File: src/rtl/polvecp2bs_pack.sv
// polvecp2bs_pack: packs a Saber polynomial vector (four 16-bit lanes per
// 64-bit RAM word, EP significant bits per lane) into a dense little-endian
// EP-bit bitstream in the same RAM. One input word per cycle, no stalls.
module polvecp2bs_pack #(
  parameter int N  = 256,
  parameter int L  = 3,
  parameter int EP = 10,
  parameter int AW = 10
) (
  input  logic          clk,
  input  logic          rst,
  input  logic          start,
  input  logic [AW-1:0] src_base,
  input  logic [AW-1:0] dst_base,
  output logic          rd_en,
  output logic [AW-1:0] rd_addr,
  input  logic [63:0]   rd_data,
  output logic          wr_en,
  output logic [AW-1:0] wr_addr,
  output logic [63:0]   wr_data,
  output logic          busy,
  output logic          done
);

  localparam int NIN = N * L / 4;      // input words per run
  localparam int PW  = 4 * EP;         // packed bits contributed per input word
  localparam int BW  = 64 + PW;        // accumulator width, enough for fill<64 plus one word
  localparam int CW  = $clog2(NIN);    // read counter width
  localparam int WW  = $clog2(NIN);    // write counter width (output words < input words)

  typedef enum logic [1:0] {IDLE, READ, DRAIN, FIN} state_t;

  state_t        state_q;
  logic          rd_en_q, rvld_q, wr_en_q, busy_q, done_q;
  logic [AW-1:0] rd_addr_q, wr_addr_q, dst_q;
  logic [63:0]   wr_data_q;
  logic [CW-1:0] rd_cnt_q;
  logic [WW-1:0] wcnt_q;
  logic [BW-1:0] acc_q;
  logic [6:0]    fill_q;

  logic [PW-1:0] pk;
  logic [BW-1:0] acc_n;
  logic [7:0]    sum;
  logic          emit;

  // Compact the four masked lanes of the incoming word into PW contiguous bits
  // and merge them into the accumulator above the current fill level.
  always_comb begin
    pk = '0;
    for (int b = 0; b < 64; b++) begin
      if ((b % 16) < EP) pk[(b / 16) * EP + (b % 16)] = rd_data[b];
    end
    acc_n = acc_q | ({{(BW-PW){1'b0}}, pk} << fill_q);
    sum   = {1'b0, fill_q} + 8'(PW);
    emit  = (sum >= 8'd64);
  end

  // Control FSM, read address generation, accumulator and registered writes.
  always_ff @(posedge clk) begin
    if (rst) begin
      state_q   <= IDLE;
      rd_en_q   <= 1'b0;
      rvld_q    <= 1'b0;
      wr_en_q   <= 1'b0;
      busy_q    <= 1'b0;
      done_q    <= 1'b0;
      rd_addr_q <= '0;
      wr_addr_q <= '0;
      dst_q     <= '0;
      wr_data_q <= '0;
      rd_cnt_q  <= '0;
      wcnt_q    <= '0;
      acc_q     <= '0;
      fill_q    <= '0;
    end else begin
      wr_en_q <= 1'b0;
      rvld_q  <= rd_en_q;

      // RAM returns data one cycle after the request
      if (rvld_q) begin
        if (emit) begin
          wr_en_q   <= 1'b1;
          wr_data_q <= acc_n[63:0];
          wr_addr_q <= dst_q + AW'(wcnt_q);
          wcnt_q    <= wcnt_q + WW'(1);
          acc_q     <= acc_n >> 64;
          fill_q    <= 7'(sum - 8'd64);
        end else begin
          acc_q     <= acc_n;
          fill_q    <= sum[6:0];
        end
      end

      case (state_q)
        IDLE: if (start) begin
          state_q   <= READ;
          busy_q    <= 1'b1;
          rd_en_q   <= 1'b1;
          rd_addr_q <= src_base;
          dst_q     <= dst_base;
          rd_cnt_q  <= '0;
          wcnt_q    <= '0;
          acc_q     <= '0;
          fill_q    <= '0;
        end
        READ: if (rd_cnt_q == CW'(NIN - 1)) begin
          rd_en_q <= 1'b0;
          state_q <= DRAIN;
        end else begin
          rd_addr_q <= rd_addr_q + AW'(1);
          rd_cnt_q  <= rd_cnt_q + CW'(1);
        end
        // The last data word's write is already issued once rvld drops
        DRAIN: if (!rvld_q) begin
          state_q <= FIN;
          busy_q  <= 1'b0;
          done_q  <= 1'b1;
        end
        FIN: if (!start) begin
          state_q <= IDLE;
          done_q  <= 1'b0;
        end
        default: state_q <= IDLE;
      endcase
    end
  end

  assign rd_en   = rd_en_q;
  assign rd_addr = rd_addr_q;
  assign wr_en   = wr_en_q;
  assign wr_addr = wr_addr_q;
  assign wr_data = wr_data_q;
  assign busy    = busy_q;
  assign done    = done_q;

endmodule

File: config.mk
export PLATFORM = sky130hd
export DESIGN_NAME = polvecp2bs_pack
export DESIGN_NICKNAME = d
export VERILOG_FILES = /design/src/rtl/polvecp2bs_pack.sv
export SDC_FILE = /design/constraint.sdc
export NUM_CORES = 1
export LEC_CHECK = 0
export BUFFER_PORTS_ARGS = -buffer_cell sky130_fd_sc_hd__buf_2
export CAP_MARGIN = 20
export CORE_UTILIZATION = 50
export CTS_BUF_LIST = sky130_fd_sc_hd__clkbuf_16
export DETAILED_ROUTE_END_ITERATION = 7
export GPL_ROUTABILITY_DRIVEN = 0
export PLACE_DENSITY = 0.83
export RECOVER_POWER = 25
export SKIP_CTS_REPAIR_TIMING = 1
export SYNTH_ARGS = -nofsm -noshare
export SYNTH_HDL_FRONTEND = slang
export SYNTH_SLANG_ARGS = --single-unit
File: constraint.sdc
create_clock -name clk -period 2.3 [get_ports clk]
set_clock_uncertainty 0.05 [all_clocks]
set_input_delay 0.23 -clock clk [delete_from_list [all_inputs] [get_ports clk]]
set_output_delay 0.23 -clock clk [all_outputs]
set_load 0.03 [all_outputs]
==> results of run 1 <==
==> report_power, final <==
group          internal, mW  switching (mW)  leakage, nW  total (mW)
Combinational          1.12            2.07         2.27        3.19
Sequential             4.18           0.243         1.82        4.42
Clock                  2.13            1.49        0.363        3.62
Total                  7.43            3.80         4.46        11.2
==> layout make-up <==
cell class              count  share of cell area
clock inverters            14              0.0106
clock buffers              23              0.0455
repair buffers            214               0.103
well taps                 275              0.0272
diodes                      1            0.000198
multi-input cells         928               0.453
flip-flops and latches    225               0.357
inverters                  13             0.00386
==> kinds of logic after synthesis <==
logic type,count (synthesis)
AO/OA/AOI/OAI,362
XOR/XNOR,19
adder cells (fa/ha/maj),17
buffers and inverters,125
flip-flops,225
multiplexers,58
AND/OR/NAND/NOR,472
==> worst max-delay path: cells and delay by family (launching register included) <==
family	cells	cell delay [ns]
AO/OA/AOI/OAI	2	0.33
adder cells (fa/ha/maj)	1	0.22
buffers and inverters	1	0.21
flip-flops	1	0.42
AND/OR/NAND/NOR	3	0.88
==> sequential cells by signal, indices dropped and copies added (netlist names) <==
signal,flops
fill_q,4
done,1
wr_en,1
wr_data,64
wcnt_q,8
wr_addr,10
acc_q,104
rvld_q,1
rd_en,1
busy,1
state_q,2
rd_cnt_q,8
dst_q,10
rd_addr,10
==> synthesized netlist by cell type, drive strengths merged (15+ instances only) <==
library cell and n:
ha 16, buf 43, clkbuf 69, a211oi 104, mux2 30, dfxtp 225
o21ai 59, nor2 194, and2 15, nand3 19, a221oi 39, nand2 75
mux2i 23, a21oi 88, nor3 118
==> layer usage <==
layer / vias up / GRT usage
met5: - / 0
met1: 4840 / 0.377
li1: 4937 / -
met2: 520 / 0.434
met3: 94 / 0.0515
met4: 0 / 0.106
==> per-stage QoR <==
step	util	setup WS, ns	cell area (um^2)	power (mW)
4_1_cts	0.598	-0.0345	12600	11.2
3_3_place_gp	0.565	0.150	11900	7.51
2_1_floorplan	-	0.303	10800	6.63
3_5_place_dp	0.565	-0.0217	11900	7.60
6_report	0.602	0.110	12600	11.2
5_1_grt	0.602	0.00380	12600	11.7
==> how the worst min path moves through the flow <==
stage,end,slack [ns],cells after the start
detailed placement,wr_addr[5]$_SDFFE_PP0P_,0.40,2
finish,rd_addr[4]$_SDFFE_PP0P_,0.04,3
CTS,dst_q[3]$_SDFFE_PP0P_,-0.09,3
floorplan,dst_q[0]$_SDFFE_PP0P_,0.32,2
global route,rd_addr[4]$_SDFFE_PP0P_,0.04,3
global placement,wr_addr[3]$_SDFFE_PP0P_,0.39,2
==> impl_metrics.ini, run 1 <==
[status]
status = finished clean

[synth]
syn_nets = 1382
synth_xor_area_frac = 0.0155
synthCells = 1278
synth_mux_area_frac = 0.0633
synth_warnings = 0
synth_area_per_cell_um2 = 8.41
synth_top_area_frac = 0.419
ys.flop_type = dfxtp_1
synth_top_family_by_area = compound AO/OA/AOI/OAI gates
synth-simple-area-share = 0.200
synth_edf_count = 0
ys_ff_latch = 225
netlist_area_mm2 = 0.0108
netlist_top_cells_area = dfxtp_1 (42%), a211oi_1 (7.3%), nor2_1 (6.8%)
synth_fa_ha_area_frac = 0.0205
synth_compound_area_frac = 0.230
ys_types = 66
yosysTopAreaCell = dfxtp_1
yosysSeqAreaShare = 0.419
async_reset_ff_frac = 0

[timing]
timing.fmax_mhz = 457
finalSetupTns_ns = 0
worst_pin_slew_ns = 0.703
whs_ns = 0.0360
slew_violations = 0
period_minus_slack_ns = 2.19
post-route-period-util = 0.952
relSlewSlack = 0.528
setup_viol = 0
rsz0062_at_grt = no
hold_viol = 0

[floorplanning]
pin_count = 175
rows = 53
die_h_um = 149
die_w_um = 149
floorplan.initialDensity = 0.512
core_mm2 = 0.0210
die-area_mm2 = 0.0221

[layout]
layout_common_cells = dfxtp_1 (222), nor2_1 (193), nor3_1 (118)
synthToLayoutAreaGrowth_pct = 17.6
multi_input_area_mm2 = 0.00573
nets = 1508
drive_gt1_frac = 0.149
final_common_cell = dfxtp_1
fill_cells = 1830
stdcell_count = 1693
seqCellArea_mm2 = 0.00451

[detailed_routing]
firstDrtPassIters = 5
routed_wl_um = 31500
routedWlPerCell_um = 18.6
dr.max_layer_used = met4
route.vias.total = 10400
via_per_inst = 6.14
postRouteAntennaNets = 0
met3_length_um = 2760
remaining_drc_errors = 0
met1Wirelength_um = 13400
met2_length_um = 14100
first_iter_violations = 1051

[clock_network]
cts_tree = built
cts_made_buffers = 22
path_clk_slew_ns = 0.06
numClockSinks = 225
root_buffer = clkbuf_16
clockBufferDepth = 3
clk_latency_ns = 0.52
cts_max_level = 1

[min_path]
hold_path.class = input port to flop
hold_start = src_base[4]

[setup_path]
critPathCaptureType = flop
arrival_ns = 2.57
startpoint_type = flop
slowest_stage = or4_1
setup.worst_path.class = flop to flop
r2r_cells = 7
critPathMaxStageDelay_ns = 0.50
worstPathRequired_ns = 2.68
endpoint = wcnt_q[7]$_SDFF_PP0_
crit_fanout = 8
r2r_start = fill_q[4]$_SDFF_PP0_
crit_chain = ha_1 > and4b_4 > o21ai_4 > nand2_2 > buf_4 > or4_1 > a21oi_1
r2r-end = wcnt_q[7]$_SDFF_PP0_
r2r_setup_slack_ns = 0.11
crit_path_start = fill_q[4]$_SDFF_PP0_

[pwr]
peakVddDrop_mv = 0.521
power_leakage_nw = 4.46
power.density_mw_per_mm2 = 888

[placed_design]
place_hpwl_um = 21800
io_buffers = 150
dp.cells = 1643

[global_route]
track_usage = 0.277
grt_max_degree = 64
grt_pass1_wl_um = 49600
grt.overflow.total = 0
antenna_found_initial = 1
grt_pass1_vias = 9677

[job]
max_cap_violations = 0
Power figures use the tool's default switching activity.
==> run 2, diff against run 1 <==
PLACE_DENSITY = default   (was 0.83)
PLACE_DENSITY_LB_ADDON = 0.08   (was default)
==> run 2 against run 1 <==
Effect of this change: final cell count increased by 1.1%; combinational power grew 2%; die area stayed put; worst setup slack improved by 0.020 ns; sequential power about the same; highest routed layer unchanged.
==> impl_metrics.ini, run 2 (synthesis results as in run 1) <==
[detailed_routing]
via_per_inst = 5.91
routedWlPerCell_um = 18.3
firstDrtPassIters = 5
routed_wl_um = 31300
first_iter_violations = 707
postRouteAntennaNets = 0
remaining_drc_errors = 0
route.vias.total = 10100

[status]
status = finished clean

[layout]
layout_common_cells = dfxtp_1 (222), nor2_1 (194), nor3_1 (117)
drive_gt1_frac = 0.158
seqCellArea_mm2 = 0.00451
largest_register_ffs = 104
stdcell_count = 1712
nets = 1524
fill_cells = 1941
antenna_cells = 0
final_cell_area_mm2 = 0.0128
regMostFlops = acc_q
multi_input_area_mm2 = 0.00573
final_common_cell = dfxtp_1
synthToLayoutAreaGrowth_pct = 18.7

[timing]
worst_pin_slew_ns = 0.703
rsz0062_at_grt = yes
period_minus_slack_ns = 2.17
hold_viol = 0
relSlewSlack = 0.530
timing.fmax_mhz = 461
post-route-period-util = 0.943
slew_violations = 0
setup_viol = 0

[pwr]
power.density_mw_per_mm2 = 897
power_leakage_nw = 4.56
peakVddDrop_mv = 0.472

[setup_path]
critPathCaptureType = flop
endpoint = acc_q[30]$_SDFF_PP0_
r2r_setup_slack_ns = 0.13
crit_fanout = 13
setup.worst_path.class = flop to flop
crit_path_start = fill_q[6]$_SDFF_PP0_
r2r_cells = 5
r2r_start = fill_q[6]$_SDFF_PP0_
r2r-end = acc_q[30]$_SDFF_PP0_
arrival_ns = 2.55
startpoint_type = flop
worstPathRequired_ns = 2.68

[global_route]
track_usage = 0.281
grt_pass1_wl_um = 49700
antenna_found_initial = 0
grt_max_degree = 56
grt.overflow.total = 0
grt_pass1_vias = 9146

[clock_network]
root_buffer = clkbuf_16
clockBufferDepth = 3
cts_max_level = 1
cts_made_buffers = 25
clk_latency_ns = 0.52
path_clk_slew_ns = 0.06
numClockSinks = 225
cts_tree = built

[floorplanning]
pin_count = 175
floorplan.initialDensity = 0.512
die_h_um = 149
die_w_um = 149
core_mm2 = 0.0210
rows = 53
die-area_mm2 = 0.0221

[placed_design]
place_hpwl_um = 22100
dpl_cell_area_mm2 = 0.0120
dp.cells = 1658
io_buffers = 150

[min_path]
hold_start = src_base[4]
hold_path.class = input port to flop

[job]
max_cap_violations = 0
-- run 2: worst min path at each step --
stage | end | slack (ns) | cells past startpoint
finish | rd_addr[4]$_SDFFE_PP0P_ | 0.005 | 3
global route | rd_addr[4]$_SDFFE_PP0P_ | 0.03 | 3
CTS | dst_q[2]$_SDFFE_PP0P_ | -0.12 | 3
detailed placement | wr_addr[4]$_SDFFE_PP0P_ | 0.39 | 2
global placement | wr_addr[4]$_SDFFE_PP0P_ | 0.39 | 2
floorplan | dst_q[0]$_SDFFE_PP0P_ | 0.32 | 2
-- run 2: where the power goes --
group / internal, mW / total [mW] / switching [mW]
clock: 2.18 / 3.77 / 1.59
sequential: 4.18 / 4.42 / 0.235
combinational: 1.18 / 3.26 / 2.08
-- run 2: layout make-up --
cell class                 count  share of cell area
clock buffer                  25              0.0490
tap                          275              0.0270
clock inverter                19              0.0105
multi-input combinational    928               0.449
sequential                   225               0.353
timing repair buffer         227               0.108
inverter                      13             0.00382
-- run 2: stage by stage --
stage,hold WS (ns),worst slack (ns),total power [mW],utilization,setup TNS [ns]
after floorplan,0.316,0.303,6.63,-,0
after global placement,0.390,0.114,7.66,0.569,0
after detailed placement,0.394,0.0842,7.69,0.569,0
after CTS,-0.119,0.0617,11.5,0.606,0
after global routing,0.0297,-0.0133,12.0,0.607,-0.0133
final,0.00459,0.131,11.4,0.607,0
-- run 2: worst max-delay path, cell delays in order, from the launching register on --
cell and delay [ns]:
dfxtp_1 0.44, buf_4 0.26, nand2b_1 0.25, nor2_1 0.58
a221oi_1 0.23, a211oi_1 0.27
-- run 2: per-layer routing --
| metal | GRT usage | routed length [um] |
|---|---|---|
| met1 | 0.411 | 14600 |
| met4 | 0.0778 | 756 |
| met2 | 0.429 | 13700 |
| met3 | 0.0399 | 2210 |
| met5 | 0 | 0 |
==> run 3, diff against run 2 <==
CORE_ASPECT_RATIO = 0.5   (was default)
==> run 3 against run 2 <==
Effect of this change: combinational power about the same; power grew 1.3%; cell area up 0.47%; clock power grew 2%.
==> impl_metrics.ini, run 3 (synthesis results as in run 1) <==
[status]
status = finished clean

[detailed_routing]
postRouteAntennaNets = 0
firstDrtPassIters = 5
route.vias.total = 10300
met1Wirelength_um = 15100
first_iter_violations = 913
dr.max_layer_used = met4
via_per_inst = 6.01
routedWlPerCell_um = 19.0
met2_length_um = 13800
remaining_drc_errors = 0
met3_length_um = 3090
routed_wl_um = 32400

[clock_network]
cts_made_buffers = 22
clk_latency_ns = 0.52
path_clk_slew_ns = 0.07
clockBufferDepth = 3
cts_tree = built
cts_max_level = 1
numClockSinks = 225
root_buffer = clkbuf_16

[pwr]
power.density_mw_per_mm2 = 904
power_leakage_nw = 4.58
peakVddDrop_mv = 0.809
finalPower_mw = 11.6

[placed_design]
place_hpwl_um = 23000
dp.cells = 1656
io_buffers = 150

[floorplanning]
die-area_mm2 = 0.0221
core_mm2 = 0.0208
floorplan.initialDensity = 0.516
pin_count = 175
die_h_um = 106
rows = 37
die_w_um = 209

[setup_path]
arrival_ns = 2.54
worstPathRequired_ns = 2.64
setup.worst_path.class = flop to flop
crit_fanout = 51
startpoint_type = flop
critPathCaptureType = flop

[timing]
period_minus_slack_ns = 2.20
worst_pin_slew_ns = 0.700
whs_ns = 0.00385
slew_violations = 0
finalSetupTns_ns = 0
timing.fmax_mhz = 454
relSlewSlack = 0.531
post-route-period-util = 0.958
hold_viol = 0
setup_viol = 0

[job]
max_cap_violations = 0

[global_route]
track_usage = 0.287
grt_pass1_wl_um = 50500
grt_pass1_vias = 9170
grt.overflow.total = 0
grt_max_degree = 55
antenna_found_initial = 1

[layout]
drive_gt1_frac = 0.164
layout_common_cells = dfxtp_1 (221), nor2_1 (193), nor3_1 (117)
nets = 1523
largest_register_ffs = 104
stdcell_count = 1709
synthToLayoutAreaGrowth_pct = 19.3
regMostFlops = acc_q
final_common_cell = dfxtp_1
multi_input_area_mm2 = 0.00575
fill_cells = 1924
fin_util = 0.616
seqCellArea_mm2 = 0.00451

[min_path]
hold_path.class = input port to flop
## run 3: cell types whose count changed in the layout (fill, tap and decap cells not counted), sizes merged
| cell | previous run | this run |
|---|---|---|
| bufinv | 2 | 4 |
| clkbuf | 101 | 98 |
| diode | 0 | 1 |
| inv | 18 | 17 |
| buf | 141 | 144 |
| clkinvlp | 0 | 1 |
| clkinv | 12 | 8 |
## run 3: path summary, 6_finish.rpt
check	start	to	slack [ns]	cells after the start
hold / removal	src_base[4]	rd_addr[4]$_SDFFE_PP0P_	0.004	3
setup / recovery	fill_q[4]$_SDFF_PP0_	wr_data[44]$_SDFFE_PP0P_	0.1	8
setup reg to reg	fill_q[4]$_SDFF_PP0_	wr_data[44]$_SDFFE_PP0P_	0.1	8
hold reg to reg	wr_addr[1]$_SDFFE_PP0P_	wr_addr[1]$_SDFFE_PP0P_	0.41	2
## run 3: layout make-up
| cell class | instances | area share |
|---|---|---|
| antenna | 1 | 0.000195 |
| clock buffer | 23 | 0.0449 |
| clock inverter | 17 | 0.0146 |
| inverter | 13 | 0.00380 |
| multi-input combinational | 928 | 0.448 |
| sequential | 225 | 0.352 |
| tap | 273 | 0.0266 |
| timing repair buffer | 229 | 0.110 |
## run 3: worst max-delay path, cell delays in order (launching register included)
cell and delay [ns]:
dfxtp_2 0.35, buf_12 0.25, buf_4 0.26, mux2_2 0.39, a221oi_1 0.29, nor3_1 0.11, buf_4 0.15, nor3_1 0.13
nor3_1 0.07
## run 3: power breakdown
part	internal (mW)	switching, mW	total [mW]
Sequential	4.18	0.265	4.44
Clock	2.27	1.59	3.86
Combinational	1.21	2.08	3.29
## run 3: per-stage QoR
stage / area (um^2) / worst slack, ns
2_1_floorplan: 10800 / 0.303
3_3_place_gp: 12000 / 0.0184
3_5_place_dp: 12000 / 0.0654
4_1_cts: 12800 / 0.0311
5_1_grt: 12800 / -0.000969
6_report: 12800 / 0.0956
## run 3: per-layer routing
metal / vias to the layer above / track usage
met5: - / 0
li1: 4964 / -
met2: 393 / 0.420
met3: 43 / 0.0790
met4: 0 / 0.0515
met1: 4876 / 0.421
